**src/rtl/risc_sequencer_if.sv**
```systemverilog
// ============================================================================
// Module      : risc_sequencer_if
// Description : Memory request/acknowledge channel shared between the
//               sequencer (master) and the single-port memory (slave).
//               mem_req      - request, level, held until mem_ack
//               mem_we       - 1 = write, 0 = read; valid while mem_req
//               mem_addr_sel - 00 = pc, 01 = ir SRC field, 10 = ir DST field
//               mem_ack      - memory completed the current request
// Revision    : 1.0 - initial release
// ============================================================================
`default_nettype none

interface risc_sequencer_if;
   logic       mem_req;
   logic       mem_we;
   logic [1:0] mem_addr_sel;
   logic       mem_ack;

   modport master (
      output mem_req,
      output mem_we,
      output mem_addr_sel,
      input  mem_ack
   );

   modport slave (
      input  mem_req,
      input  mem_we,
      input  mem_addr_sel,
      output mem_ack
   );
endinterface

`default_nettype wire

```
**src/rtl/risc_sequencer.sv**
```systemverilog
// ============================================================================
// Module      : risc_sequencer
// Description : Multi-cycle control unit for the non-pipelined 32-bit RISC
//               core. Sequences fetch, decode, execute, iterative rotate and
//               write-back, and arbitrates the single-port memory between
//               instruction and data accesses. Drives control strobes only.
// Ports       : clk, reset        - clock, asynchronous active-high reset
//               run_i             - level, allows leaving IDLE
//               ir_i              - instruction register contents
//               cond_true_i       - branch condition from the datapath
//               rot_cnt_i         - signed rotate count (negative = left)
//               mem               - memory req/ack channel (master side)
//               ir_load_o, pc_inc_o, pc_load_o, alu_latch_o, rot_step_o,
//               rot_dir_o, rf_we_o, psr_upd_o - datapath strobes
//               halted_o          - HLT executed
//               illegal_o         - pulse on an undefined opcode
//               state_o           - current state, for debug
// Revision    : 1.0 - initial release
// ============================================================================
`default_nettype none

module risc_sequencer #(
   parameter int ADDRSIZE = 12,
   parameter int WIDTH    = 32
) (
   input  logic                clk,
   input  logic                reset,
   input  logic                run_i,
   input  logic [WIDTH-1:0]    ir_i,
   input  logic                cond_true_i,
   input  logic [ADDRSIZE-1:0] rot_cnt_i,
   risc_sequencer_if.master    mem,
   output logic                ir_load_o,
   output logic                pc_inc_o,
   output logic                pc_load_o,
   output logic                alu_latch_o,
   output logic                rot_step_o,
   output logic                rot_dir_o,
   output logic                rf_we_o,
   output logic                psr_upd_o,
   output logic                halted_o,
   output logic                illegal_o,
   output logic [2:0]          state_o
);

   typedef enum logic [2:0] {
      S_IDLE   = 3'd0,
      S_FETCH  = 3'd1,
      S_DECODE = 3'd2,
      S_EXEC   = 3'd3,
      S_MEMOP  = 3'd4,
      S_ROTATE = 3'd5,
      S_WRITE  = 3'd6,
      S_HALT   = 3'd7
   } state_t;

   localparam logic [3:0] OP_NOP = 4'b0000;
   localparam logic [3:0] OP_BRA = 4'b0001;
   localparam logic [3:0] OP_LD  = 4'b0010;
   localparam logic [3:0] OP_STR = 4'b0011;
   localparam logic [3:0] OP_ADD = 4'b0100;
   localparam logic [3:0] OP_MUL = 4'b0101;
   localparam logic [3:0] OP_CMP = 4'b0110;
   localparam logic [3:0] OP_SHF = 4'b0111;
   localparam logic [3:0] OP_ROT = 4'b1000;
   localparam logic [3:0] OP_HLT = 4'b1001;

   localparam logic [1:0] SEL_PC  = 2'b00;
   localparam logic [1:0] SEL_SRC = 2'b01;
   localparam logic [1:0] SEL_DST = 2'b10;

   state_t              state_q;
   logic                mem_req_q;
   logic                mem_we_q;
   logic [1:0]          mem_addr_sel_q;
   logic [ADDRSIZE-1:0] rot_cnt_q;
   logic                rot_dir_q;
   logic                halted_q;

   logic [3:0]          opcode;
   logic                ld_imm;
   logic                wr_to_mem;
   logic [ADDRSIZE-1:0] rot_mag;
   logic                unused_ir_bits;

   assign opcode    = ir_i[WIDTH-1 -: 4];
   assign ld_imm    = ir_i[27];
   assign wr_to_mem = ir_i[26];

   // Two's-complement magnitude. -2**(ADDRSIZE-1) maps to 2**(ADDRSIZE-1),
   // which still fits because the counter is treated as unsigned.
   assign rot_mag = rot_cnt_i[ADDRSIZE-1] ? (~rot_cnt_i + ADDRSIZE'(1)) : rot_cnt_i;

   assign unused_ir_bits = ^ir_i[25:0];

   // ------------------------------------------------------------------------
   // State register and registered memory-channel / status outputs.
   // Every transition back to FETCH loads mem_req_q from run_i: a FETCH
   // entered with run low keeps the request off and falls back to IDLE.
   // ------------------------------------------------------------------------
   always_ff @(posedge clk or posedge reset) begin
      if (reset) begin
         state_q        <= S_IDLE;
         mem_req_q      <= 1'b0;
         mem_we_q       <= 1'b0;
         mem_addr_sel_q <= SEL_PC;
         rot_cnt_q      <= '0;
         rot_dir_q      <= 1'b0;
         halted_q       <= 1'b0;
      end else begin
         case (state_q)
            S_IDLE: begin
               if (run_i) begin
                  state_q        <= S_FETCH;
                  mem_req_q      <= 1'b1;
                  mem_we_q       <= 1'b0;
                  mem_addr_sel_q <= SEL_PC;
               end
            end

            S_FETCH: begin
               if (!mem_req_q) begin
                  state_q <= S_IDLE;
               end else if (mem.mem_ack) begin
                  state_q   <= S_DECODE;
                  mem_req_q <= 1'b0;
               end
            end

            S_DECODE: begin
               case (opcode)
                  OP_LD: begin
                     if (ld_imm) begin
                        state_q        <= S_FETCH;
                        mem_req_q      <= run_i;
                        mem_we_q       <= 1'b0;
                        mem_addr_sel_q <= SEL_PC;
                     end else begin
                        state_q        <= S_MEMOP;
                        mem_req_q      <= 1'b1;
                        mem_we_q       <= 1'b0;
                        mem_addr_sel_q <= SEL_SRC;
                     end
                  end
                  OP_STR: begin
                     state_q        <= S_MEMOP;
                     mem_req_q      <= 1'b1;
                     mem_we_q       <= 1'b1;
                     mem_addr_sel_q <= SEL_DST;
                  end
                  OP_ADD, OP_MUL, OP_CMP, OP_SHF: begin
                     state_q <= S_EXEC;
                  end
                  OP_ROT: begin
                     state_q   <= S_ROTATE;
                     rot_cnt_q <= rot_mag;
                     rot_dir_q <= rot_cnt_i[ADDRSIZE-1];
                  end
                  OP_HLT: begin
                     state_q  <= S_HALT;
                     halted_q <= 1'b1;
                  end
                  default: begin
                     // NOP, BRA and the undefined opcodes all refetch.
                     state_q        <= S_FETCH;
                     mem_req_q      <= run_i;
                     mem_we_q       <= 1'b0;
                     mem_addr_sel_q <= SEL_PC;
                  end
               endcase
            end

            S_EXEC: begin
               state_q <= S_WRITE;
            end

            S_ROTATE: begin
               if (rot_cnt_q != '0) begin
                  rot_cnt_q <= rot_cnt_q - ADDRSIZE'(1);
               end else begin
                  state_q <= S_WRITE;
               end
            end

            S_WRITE: begin
               if (wr_to_mem) begin
                  state_q        <= S_MEMOP;
                  mem_req_q      <= 1'b1;
                  mem_we_q       <= 1'b1;
                  mem_addr_sel_q <= SEL_DST;
               end else begin
                  state_q        <= S_FETCH;
                  mem_req_q      <= run_i;
                  mem_we_q       <= 1'b0;
                  mem_addr_sel_q <= SEL_PC;
               end
            end

            S_MEMOP: begin
               if (mem.mem_ack) begin
                  state_q        <= S_FETCH;
                  mem_req_q      <= run_i;
                  mem_we_q       <= 1'b0;
                  mem_addr_sel_q <= SEL_PC;
               end
            end

            S_HALT: begin
               state_q <= S_HALT;
            end

            default: begin
               state_q <= S_IDLE;
            end
         endcase
      end
   end

   // ------------------------------------------------------------------------
   // Single-cycle strobes, decoded from the registered state and inputs.
   // mem_ack only matters in FETCH (with a live request) and MEMOP.
   // ------------------------------------------------------------------------
   always_comb begin
      ir_load_o   = 1'b0;
      pc_inc_o    = 1'b0;
      pc_load_o   = 1'b0;
      alu_latch_o = 1'b0;
      rot_step_o  = 1'b0;
      rf_we_o     = 1'b0;
      psr_upd_o   = 1'b0;
      illegal_o   = 1'b0;

      case (state_q)
         S_FETCH: begin
            if (mem_req_q && mem.mem_ack) begin
               ir_load_o = 1'b1;
               pc_inc_o  = 1'b1;
            end
         end

         S_DECODE: begin
            case (opcode)
               OP_NOP: ;
               OP_BRA: pc_load_o = cond_true_i;
               OP_LD: begin
                  if (ld_imm) begin
                     rf_we_o   = 1'b1;
                     psr_upd_o = 1'b1;
                  end
               end
               OP_STR, OP_ADD, OP_MUL, OP_CMP, OP_SHF, OP_ROT, OP_HLT: ;
               default: illegal_o = 1'b1;
            endcase
         end

         S_EXEC: begin
            alu_latch_o = 1'b1;
         end

         S_ROTATE: begin
            rot_step_o = (rot_cnt_q != '0);
         end

         S_WRITE: begin
            // The memory-destination path updates PSR on the MEMOP ack.
            if (!wr_to_mem) begin
               rf_we_o   = 1'b1;
               psr_upd_o = 1'b1;
            end
         end

         S_MEMOP: begin
            if (mem.mem_ack) begin
               psr_upd_o = 1'b1;
               rf_we_o   = !mem_we_q;
            end
         end

         default: ;
      endcase
   end

   assign mem.mem_req      = mem_req_q;
   assign mem.mem_we       = mem_we_q;
   assign mem.mem_addr_sel = mem_addr_sel_q;

   assign rot_dir_o = rot_dir_q & (state_q == S_ROTATE);
   assign halted_o  = halted_q;
   assign state_o   = state_q;

endmodule

`default_nettype wire
```
**src/flat_wrapper.sv**
```systemverilog
// flat-port wrapper written by rule: the top's interface ports become plain ports
module risc_sequencer_flat 
#(
   parameter int ADDRSIZE = 12,
   parameter int WIDTH    = 32
)
  (clk, reset, run_i, ir_i, cond_true_i, rot_cnt_i, ir_load_o, pc_inc_o, pc_load_o, alu_latch_o, rot_step_o, rot_dir_o, rf_we_o, psr_upd_o, halted_o, illegal_o, state_o, mem_mem_req, mem_mem_we, mem_mem_addr_sel, mem_mem_ack);
  risc_sequencer_if mem_i ();
  input  logic clk;
  input  logic reset;
  input  logic run_i;
  input  logic [WIDTH-1:0] ir_i;
  input  logic cond_true_i;
  input  logic [ADDRSIZE-1:0] rot_cnt_i;
  output logic ir_load_o;
  output logic pc_inc_o;
  output logic pc_load_o;
  output logic alu_latch_o;
  output logic rot_step_o;
  output logic rot_dir_o;
  output logic rf_we_o;
  output logic psr_upd_o;
  output logic halted_o;
  output logic illegal_o;
  output logic [2:0] state_o;
  output wire logic [$bits(mem_i.mem_req)-1:0] mem_mem_req;
  output wire logic [$bits(mem_i.mem_we)-1:0] mem_mem_we;
  output wire logic [$bits(mem_i.mem_addr_sel)-1:0] mem_mem_addr_sel;
  input wire logic [$bits(mem_i.mem_ack)-1:0] mem_mem_ack;
  assign mem_mem_req = mem_i.mem_req;
  assign mem_mem_we = mem_i.mem_we;
  assign mem_mem_addr_sel = mem_i.mem_addr_sel;
  assign mem_i.mem_ack = mem_mem_ack;
  risc_sequencer #(.ADDRSIZE(ADDRSIZE), .WIDTH(WIDTH)) u_core (.clk(clk), .reset(reset), .run_i(run_i), .ir_i(ir_i), .cond_true_i(cond_true_i), .rot_cnt_i(rot_cnt_i), .mem(mem_i), .ir_load_o(ir_load_o), .pc_inc_o(pc_inc_o), .pc_load_o(pc_load_o), .alu_latch_o(alu_latch_o), .rot_step_o(rot_step_o), .rot_dir_o(rot_dir_o), .rf_we_o(rf_we_o), .psr_upd_o(psr_upd_o), .halted_o(halted_o), .illegal_o(illegal_o), .state_o(state_o));
endmodule
```
**config.mk**
```make
export PLATFORM = sky130hd
export DESIGN_NAME = risc_sequencer_flat
export DESIGN_NICKNAME = d
export VERILOG_FILES = /design/src/rtl/risc_sequencer_if.sv /design/src/rtl/risc_sequencer.sv /design/src/flat_wrapper.sv
export SDC_FILE = /design/constraint.sdc
export NUM_CORES = 1
export LEC_CHECK = 0
export CORE_UTILIZATION = 39
export DETAILED_ROUTE_END_ITERATION = 12
export PLACE_DENSITY_LB_ADDON = 0.2
export REMOVE_ABC_BUFFERS = 1
export SLEW_MARGIN = 20
export SYNTH_ARGS = -nofsm -noshare
export SYNTH_HDL_FRONTEND = slang
export SYNTH_SLANG_ARGS = --single-unit
export TNS_END_PERCENT = 100
```
**constraint.sdc**
```tcl
create_clock -name clk -period 2.2 [get_ports clk]
set_clock_uncertainty 0.1 [all_clocks]
set_input_delay 0.44 -clock clk [delete_from_list [all_inputs] [get_ports clk]]
set_output_delay 0.44 -clock clk [all_outputs]
set_load 0.02 [all_outputs]
```
# Yosys cells after proc, flatten, opt, wreduce, memory -nomap -nowiden
# Cells that the tools add are included.
totals:
  regBits: 21
  latchBits: 0
  ramBits: 0
  romBits: 0
  in_bits: 49
  output_inout_bits: 17
  wordCells: 98
  memories: 0
classes:
  add_sub_neg: 2
  mul: 0
  div: 0
  order_cmp: 0
  eq_ne: 23
  n_shift: 0
  muxes: 47
  bitwise: 2
  n_reduce_logical: 17
ops:
  columns: ["cell", "n"]
  rows:
  - ["two-way mux 12 bit", 3]
  - ["one-hot mux 12 bit (2 select lines)", 1]
  - ["one-hot mux 3 bit (8 select lines)", 1]
  - ["two-way mux 1 bit", 23]
  - ["two-way mux 3 bit", 7]
  - ["== test 4 x 3 -> 1 bit, second input constant", 4]
  - ["one-hot mux 3 bit (5 select lines)", 1]
  - ["adder 12 x 1 -> 12 bit, second input constant", 1]
  - ["== test 3 bit, second input constant", 4]
  - ["inverter 12 bit", 1]
  - ["AND reduction 4 bit", 3]
  - ["nonzero test 12 bit", 1]
  - ["subtractor 12 x 1 -> 12 bit, second input constant", 1]
  - ["inequality test 2 bit, second input constant", 5]
  - ["OR reduction 10 bit", 1]
  - ["one-hot mux 1 bit (3 select lines)", 3]
  - ["== test 4 x 2 -> 1 bit, second input constant", 2]
  - ["== test 4 bit, second input constant", 2]
  - ["one-hot mux 2 bit (4 select lines)", 1]
  - ["== test 3 x 2 -> 1 bit, second input constant", 2]
  - ["two-way mux 2 bit", 3]
  - ["one-hot mux 2 bit (3 select lines)", 1]
  - ["OR reduction 6 bit", 1]
  - ["one-hot mux 1 bit (5 select lines)", 1]
  - ["17 further kinds", 18]

# Longest topological paths before layout
# Gate-level depths: netlist of run 1.
logic_depth:
  ltp_word: 5
  mapped_depth: 8

# Least setup slack after synthesis of run 1
# Ideal clock, no wire load.
synth_path:
  path_type: "flip-flop to flip-flop"
  startpoint: "reg u_core.rot_cnt_q[0]"
  endpoint: "reg u_core.rot_cnt_q[9]"
  arrival_ns: 1.970
  required_time_ns: 1.956
  setup_slack_ns: -0.015
  stages_incl_launch_ff: 9
  synth_period_minus_slack_ns: 2.215
  cell_sequence: "dfrtp_1 -> inv_1 -> ha_1 -> nor4b_1 -> a31oi_1 -> or2_1 -> buf_6 -> o22ai_1 -> a21oi_1"
synth_via:
  elab_chain_len: 3
synth_lines:
  columns: ["element", "line", "source"]
  rows:
  - ["start, declared", "risc_sequencer.sv:76", "logic [ADDRSIZE-1:0] rot_cnt_q;"]
  - ["start signal, assigned", "risc_sequencer.sv:156", "rot_cnt_q <= rot_mag;"]
  - ["start signal, assigned", "risc_sequencer.sv:179", "rot_cnt_q <= rot_cnt_q - ADDRSIZE'(1);"]
  - ["subtractor 12 x 1 -> 12 bit / nonzero test 12 bit (equally long branches)", "risc_sequencer.sv:179, risc_sequencer.sv:178", null]
  - ["two-way mux 12 bit / inequality test 2 x 1 -> 1 bit (equally long branches)", null, null]
  - ["one-hot mux 12 bit (2 select lines) / AND reduction 3 bit (equally long branches)", null, null]
# Several ways; a longest one is shown, not always the timed one. The select of a mux whose other input is x is not followed.
# A chain may end at the register's enable or synchronous reset.

# Worst setup path after layout of run 1
layout_path:
  startpoint: "in rot_cnt_i[0]"
  endpoint: "reg u_core.rot_cnt_q[5]"
layout_via:
  elab_chain_len: 5
layout_lines:
  columns: ["element", "line", "source"]
  rows:
  - ["start, declared", "flat_wrapper.sv:14", "input logic [ADDRSIZE-1:0] rot_cnt_i;"]
  - ["inverter 12 bit", "risc_sequencer.sv:92", "assign rot_mag = rot_cnt_i[ADDRSIZE-1] ? (~rot_cnt_i + ADDRSIZE'(1)) : rot_cnt_i;"]
  - ["adder 12 x 1 -> 12 bit", "risc_sequencer.sv:92", null]
  - ["two-way mux 12 bit", "risc_sequencer.sv:92", null]
  - ["two-way mux 12 bit", "risc_sequencer.sv:131", "case (opcode)"]
  - ["one-hot mux 12 bit (2 select lines)", "risc_sequencer.sv:111", "case (state_q)"]
# No other way between the ends. The select of a mux whose other input is x is not followed.

==> out/results.txt, run 1 <==
Total number of placement rows - 23
Total of max-cap violations - 0
Chain of cells forming the critical path - clkdlybuf4s50_1, buf_4, or4_1, o21ai_0, xnor2_1, o21ai_0, a21oi_1
First-iteration detailed-routing DRC count - 85
Number of distinct library cells after synthesis - 50
Total of endpoints with negative setup slack in the final report - 0
Power per standard cell area - 942 nW/µm²
Area growth syn-to-layout - 57.8%
Unrepaired setup endpoints after global routing - yes
Sequential-to-total area share from yosys stat - 0.320
Max frequency - 0.471 GHz
CTS root buffer - clkbuf_8
Count of inserted antenna diode cells - 0
Max-slew violation count - 0
Number of placed I/O pins - 66
CP max stage delay - 0.58 ns
Wire length of the first global-routing pass - 7600 µm
Total CTS buffers - 3
Clock tree from TritonCTS - built
Transition time at the pin with the least slew margin - 0.426 ns
Mean instance size in the synthesized netlist - 8.05 µm²
Top_reg_cell synth - dfrtp_1
Last weighted congestion value of the routability-driven placer - 0.810
Area inside the core boundary - 4030 µm²
Count of input and output buffers - 39
Hold path cells - 2
DP Area - 2470 µm²
Share of post-route cells with drive strength above 1 - 0.301
Chip height - 66.9 µm
Minimum setup slack among reg-to-reg paths - 0.15 ns
Via-per-instance ratio - 5.33
Area occupied by multi-input gates - 1100 µm²
HPWL after detailed placement - 3530 µm
Total DRC errors in the routed layout - 0
Initial core utilization - 0.408
Cells after Synth - 204
Overall routing resource usage - 0.227
CTS H-Tree Depth - 1
Source of the worst register-to-register timing path - u_core.rot_cnt_q[0]
TritonCTS Sinks - 21
Post-layout instance count excluding filler cells - 346
Warnings from Yosys - 0
Final period demand of the worst path - 2.12 ns
Cell repeated most along the worst path - o21ai_0
Filler cells - 359
Fraction of registers with async set/reset - 1.00
Clock insertion delay at the later pin of the skew report - 0.27 ns
Total Die Area - 4480 µm²
TritonRoute pass-1 iters - 4
Peak supply drop - 0.375 mV
Final wirelength - 4630 µm
Cell area after layout - 2590 µm²
Overall power - 2.44 mW
Pin count of the biggest net entering global routing - 22
Dpl cells - 339
Start-to-end type of the worst setup path - input port to flip-flop
Worst reg2reg path depth - 8
FF+latch count, synth - 21
Ratio of final minimum period to clock period - 0.965
Worst rel slew slack - 0.715
Result of the run - complete, no violations
Static leakage power - 1.17 nW
Via count - 1845
Hold-critical path endpoint - u_core.mem.mem_addr_sel[0]
Clock edge transition at the registers on the reported setup and hold paths - 0.08 ns
End-of-flow core utilization - 0.643
Critical Path AT - 2.18 ns
Critical-path top delay cell - or4_1
Area taken by flip-flops and latches - 527 µm²
Number of antenna violations at the first check in global routing - 0
Kind of launch point of the worst setup path - input port
CP required - 2.25 ns
Worst Setup End Kind - flip-flop
Final net count - 349
Via count of the first global-routing pass - 1718
Aggregate global routing overflow - 0
Horiz. Die Dim - 66.9 µm
Routed wirelength normalized by instance count - 13.4 µm
TNS Setup - 0 ns
Class of the tightest hold or removal check - input port to flip-flop
Maximum clock insertion buffer count - 2
Routed Antenna Nets - 0
Mapped Area - 1640 µm²
Peak fanout along the critical path - 4
Final-report hold violation count - 0
Startpoint of the lowest-slack hold path - ir_i[27]
Number of synthesized flops with an enable pin - 0
FF-to-FF End - u_core.rot_cnt_q[10]
[worst max-delay path: cells and delay by family]
| family | cells | cell delay, ns |
|---|---|---|
| AND/OR/NAND/NOR | 1 | 0.58 |
| AO/OA/AOI/OAI | 3 | 0.49 |
| buffers and inverters | 2 | 0.57 |
| XOR/XNOR | 1 | 0.09 |
[how the worst max path moves through the flow]
stage / from / to / slack (ns)
2_1_floorplan: u_core.state_o[2] / u_core.rot_cnt_q[3] / -0.38
3_3_place_gp: ir_i[31] / pc_load_o / -0.46
3_5_place_dp: ir_i[30] / pc_load_o / -0.48
4_1_cts: ir_i[31] / pc_load_o / -0.02
5_1_grt: u_core.rot_cnt_q[0] / rot_step_o / -0.02
6_report: rot_cnt_i[0] / u_core.rot_cnt_q[5] / 0.08
[cells by family (layout without fill, tap and decap cells)]
group / Yosys count / after routing / synth area share
compound gates: 67 / 67 / 0.251
fa+ha+maj: 3 / 3 / 0.0229
xor+xnor: 10 / 10 / 0.0533
buf+inv: 20 / 112 / 0.0541
mux: 1 / 1 / 0.00685
simple gates: 82 / 82 / 0.292
flops: 21 / 21 / 0.320
[sequential cells by signal, summed over array words and instances (netlist names)]
name / count
u_core.rot_cnt_q: 12
u_core.state_o: 3
u_core.halted_o: 1
u_core.mem.mem_req: 1
u_core.mem.mem_addr_sel: 2
u_core.mem.mem_we: 1
u_core.rot_dir_q: 1
[cells in the final DEF, fill, tap and decap left out, types with 3 or more instances in the layout]
master           Yosys  final
o21ai_1              0      4
nor2_1              15     14
nand3_1              5      5
o21ai_0             20     16
xor2_1               3      3
clkbuf_8             0      3
dlymetal6s2s_1       0      4
a21oi_1             21     21
inv_1                9      9
nor4b_1              5      3
buf_4                1     61
dlygate4sd2_1        0      3
xnor2_1              7      7
or3_1                3      3
nor3_1               6      6
buf_2                2      3
clkdlybuf4s50_1      0     25
nand2_1             16     16
ha_1                 3      3
dfrtp_1             21     20
nand3b_1             3      3
nand2b_1             7      6
[final cells by class]
class                   instances  area share
flip-flops and latches         21       0.203
clock buffers                   4      0.0174
multi-input cells             163       0.426
inverters                       9      0.0130
well taps                      50      0.0241
repair buffers                 99       0.317
[Yosys cell counts (5+ instances only)]
cell type,count,area (µm²)
xnor2_1,7,61.3
nand3_1,5,25.0
o21ai_0,20,100
dfrtp_1,21,526
nand2b_1,7,43.8
nand2_1,16,60.1
inv_1,9,33.8
clkbuf_1,7,26.3
nor3_1,6,30.0
nor2_1,15,56.3
nor4b_1,5,43.8
a21oi_1,21,105
[what timing repair did]
item / in CTS / in global routing
setup endpoints to repair: 22 / 15
setup buffers: 2 / 1
pin swaps: 2 / 2
cloned: 0 / 0
resized for setup: 40 / 15
hold buffers: 0 / 0
[metal layers]
layer	share of wire	up-vias	track usage
li1	-	941	-
met1	0.43	842	0.250
met2	0.51	56	0.431
met3	0.043	6	0.0205
met4	0.020	0	0.106
met5	0	-	0
[stage by stage]
step                      setup WS (ns)  hold WS, ns
after floorplan                  -0.382        0.317
after global routing            -0.0244        0.349
after CTS                       -0.0198        0.383
after detailed placement         -0.484        0.365
final                            0.0780        0.353
after global placement           -0.463        0.353
[where the power goes]
group          internal [mW]  total [mW]  switching (mW)
Combinational          0.742        1.49           0.752
Sequential             0.538       0.679           0.140
Clock                  0.130       0.268           0.139
Total                   1.41        2.44            1.03
(Power assumes the default switching activity.)
==> inputs of run 2 (changes only) <==
Settings changed: CELL_PAD_IN_SITES_DETAIL_PLACEMENT from default to 0, CELL_PAD_IN_SITES_GLOBAL_PLACEMENT from default to 1, CORE_UTILIZATION 39 to 28.
==> run 2 against run 1 <==
Compared with the run above: core utilization shrank 18 points; wire length rose by 3.7%; sequential power shrank 2%; critical path depth unchanged; clock power down 4%; worst setup slack improved by 0.0071 ns; count of clock-buffer cells in the layout is 1 lower; design area about the same; global-route usage shrank 6.3 points; largest cell class unchanged; largest power group unchanged.
==> out/results.txt, run 2 (synthesis results as in run 1) <==
Result of the run - complete, no violations
Cell repeated most along the worst path - o21ai_0
CTS H-Tree Depth - 1 (unchanged)
Largest reg by FF count - u_core.rot_cnt_q
Initial core utilization - 0.295 (-0.113)
HPWL after detailed placement - 3680 µm (+4.2%)
Hold Slack - 0.379 ns (+0.0254 ns)
Number of antenna violations at the first check in global routing - 0 (unchanged)
Area inside the core boundary - 5570 µm² (+38%)
Start-to-end type of the worst setup path - input port to output pin
Class of the tightest hold or removal check - flip-flop to flip-flop
Final wirelength - 4800 µm (+3.7%)
TritonCTS Sinks - 21 (unchanged)
Sequential Power Share - 0.274 (-0.004)
Worst Setup End Kind - output pin
Family of cells with the greatest summed delay on the critical path - buffers and inverters
Final-report hold violation count - 0 (unchanged)
Number of placed I/O pins - 66 (unchanged)
Total of endpoints with negative setup slack in the final report - 0 (unchanged)
Overall routing resource usage - 0.164 (-0.0635)
Power per standard cell area - 937 nW/µm² (-0.48%)
Count of inserted antenna diode cells - 0 (unchanged)
Peak fanout along the critical path - 2 (-2)
CTS root buffer - clkbuf_8
Wire length of the first global-routing pass - 7960 µm (+4.6%)
Chip height - 78.6 µm (+17%)
Leading cell types in the layout, fill and taps excluded - buf_4 (55), clkdlybuf4s50_1 (25), a21oi_1 (21), dfrtp_1 (21), o21ai_0 (18)
Most common library cell in the layout ignoring fill and taps - buf_4
TritonRoute pass-1 iters - 4 (unchanged)
Routed Antenna Nets - 0 (unchanged)
Worst rel slew slack - 0.710 (-0.00538)
Static leakage power - 1.14 nW (-2.2%)
Share of post-route cells with drive strength above 1 - 0.300 (-0.000676)
Unrepaired setup endpoints after global routing - yes
Clock tree from TritonCTS - built
Pin count of the biggest net entering global routing - 22 (unchanged)
Total number of placement rows - 27 (+17%)
Count of input and output buffers - 39 (unchanged)
Total Die Area - 6180 µm² (+38%)
Ratio of final minimum period to clock period - 0.961 (-0.00324)
Hold bufs inserted after CTS - 0 (unchanged)
Total DRC errors in the routed layout - 0 (unchanged)
Via count of the first global-routing pass - 1703 (-0.87%)
Peak supply drop - 0.379 mV (+1.1%)
Sw Pwr - 1.03 mW (about the same)
Routed wirelength normalized by instance count - 13.3 µm (-0.87%)
Via count - 1779 (-3.6%)
Final period demand of the worst path - 2.11 ns (-0.00713 ns)
Aggregate global routing overflow - 0 (unchanged)
Via-per-instance ratio - 4.91 (-7.8%)
Flip-flop count of the largest register after layout - 12 (unchanged)
Clk pwr share - 0.106 (-0.004)
Max frequency - 0.473 GHz (+0.34%)
Chain of cells forming the critical path - clkdlybuf4s50_1, nand2b_4, nand3b_1, o21ai_0, nand2b_1, o21ai_0, buf_2
Dpl cells - 358 (+5.6%)
Clock edge transition at the registers on the reported setup and hold paths - 0.07 ns (about the same)
Transition time at the pin with the least slew margin - 0.434 ns (+0.00805 ns)
Maximum clock insertion buffer count - 2 (unchanged)
Minimum setup slack among reg-to-reg paths - 0.16 ns (about the same)
Clock insertion delay at the later pin of the skew report - 0.26 ns (about the same)
Kind of launch point of the worst setup path - input port
First-iteration detailed-routing DRC count - 29 (-66%)
Total CTS buffers - 3 (unchanged)
Post-layout instance count excluding filler cells - 362 (+4.6%)
Total of max-cap violations - 0 (unchanged)
Final net count - 343 (-1.7%)
Critical-path top delay cell - clkdlybuf4s50_1
Fraction of power consumed by combinational cells - 0.620 (+0.008)
CP max stage delay - 0.53 ns (-0.05 ns)
Horiz. Die Dim - 78.6 µm (+17%)
Critical Path AT - 1.57 ns (-0.61 ns)
Number of buffer and inverter stages on the critical path - 2 (unchanged)
Max-slew violation count - 0 (unchanged)
CP required - 1.66 ns (-0.59 ns)
Last weighted congestion value of the routability-driven placer - 0.787 (-2.8%)
Switching part of the total - 0.424 (+0.00168)
TNS Setup - 0 ns (unchanged)
Internal power summed over all cells - 1.40 mW (-0.72%)
Area growth syn-to-layout - 57.9% (about the same)
run 2: area by class of cell:
cell class              instances  area, µm²
clock buffers                   3       41.3
clock inverters                 1       5.00
fillers                       574       2980
inverters                       9       33.8
multi-input cells             163       1110
flip-flops and latches         21        526
well taps                      72       90.1
repair buffers                 93        792
run 2: final timing paths:
kind | from | to | depth (start not counted)
worst max-delay path | ir_i[27] | rf_we_o | 7
worst min-delay path | u_core.halted_o | u_core.halted_o | 1
worst max register to register | u_core.rot_cnt_q[0] | u_core.rot_cnt_q[6] | 9
worst min register to register | u_core.halted_o | u_core.halted_o | 1
max in group asynchronous | reset | u_core.rot_cnt_q[8] | 3
min in group asynchronous | reset | u_core.rot_cnt_q[10] | 3
run 2: metal layers:
layer | global-route usage | part of all wire | vias to the layer above
met1 | 0.201 | 0.47 | 809
met3 | 0.0209 | 0.039 | 4
met2 | 0.295 | 0.49 | 43
met4 | 0.0500 | 0.0090 | 0
li1 | - | - | 923
met5 | 0 | 0 | -
run 2: worst reg2reg max path, cell delays in order (launching register included):
cell and delay (ns):
dfrtp_1 0.39, inv_1 0.07, buf_4 0.10, ha_1 0.17, or3b_2 0.49, buf_4 0.18
nor3_1 0.13, nor2_1 0.05, o21ai_0 0.12, o21ai_0 0.10
run 2: power groups by stage:
stage / clock network, mW / logic (mW) / registers, mW
finish: 0.258 / 1.51 / 0.665
global route: 0.290 / 1.66 / 0.687
CTS: 0.281 / 1.50 / 0.655
detailed placement: 0 / 1.51 / 0.655
global placement: 0 / 1.50 / 0.659
floorplan: 0 / 0.598 / 0.777
run 2: through the flow:
stage	worst slack, ns	total power, mW	utilization	cell area (µm²)
2_1_floorplan	-0.382	1.37	-	1590
3_3_place_gp	-0.496	2.16	0.444	2470
3_5_place_dp	-0.512	2.16	0.444	2470
4_1_cts	-0.152	2.44	0.455	2530
5_1_grt	-0.00234	2.64	0.465	2590
6_report	0.0851	2.43	0.465	2590
run 2: repair_timing:
item                       CTS  global route
setup endpoints to repair   16            18
gates resized for setup     30            23
setup buffers                0             0
pin swaps                    2             8
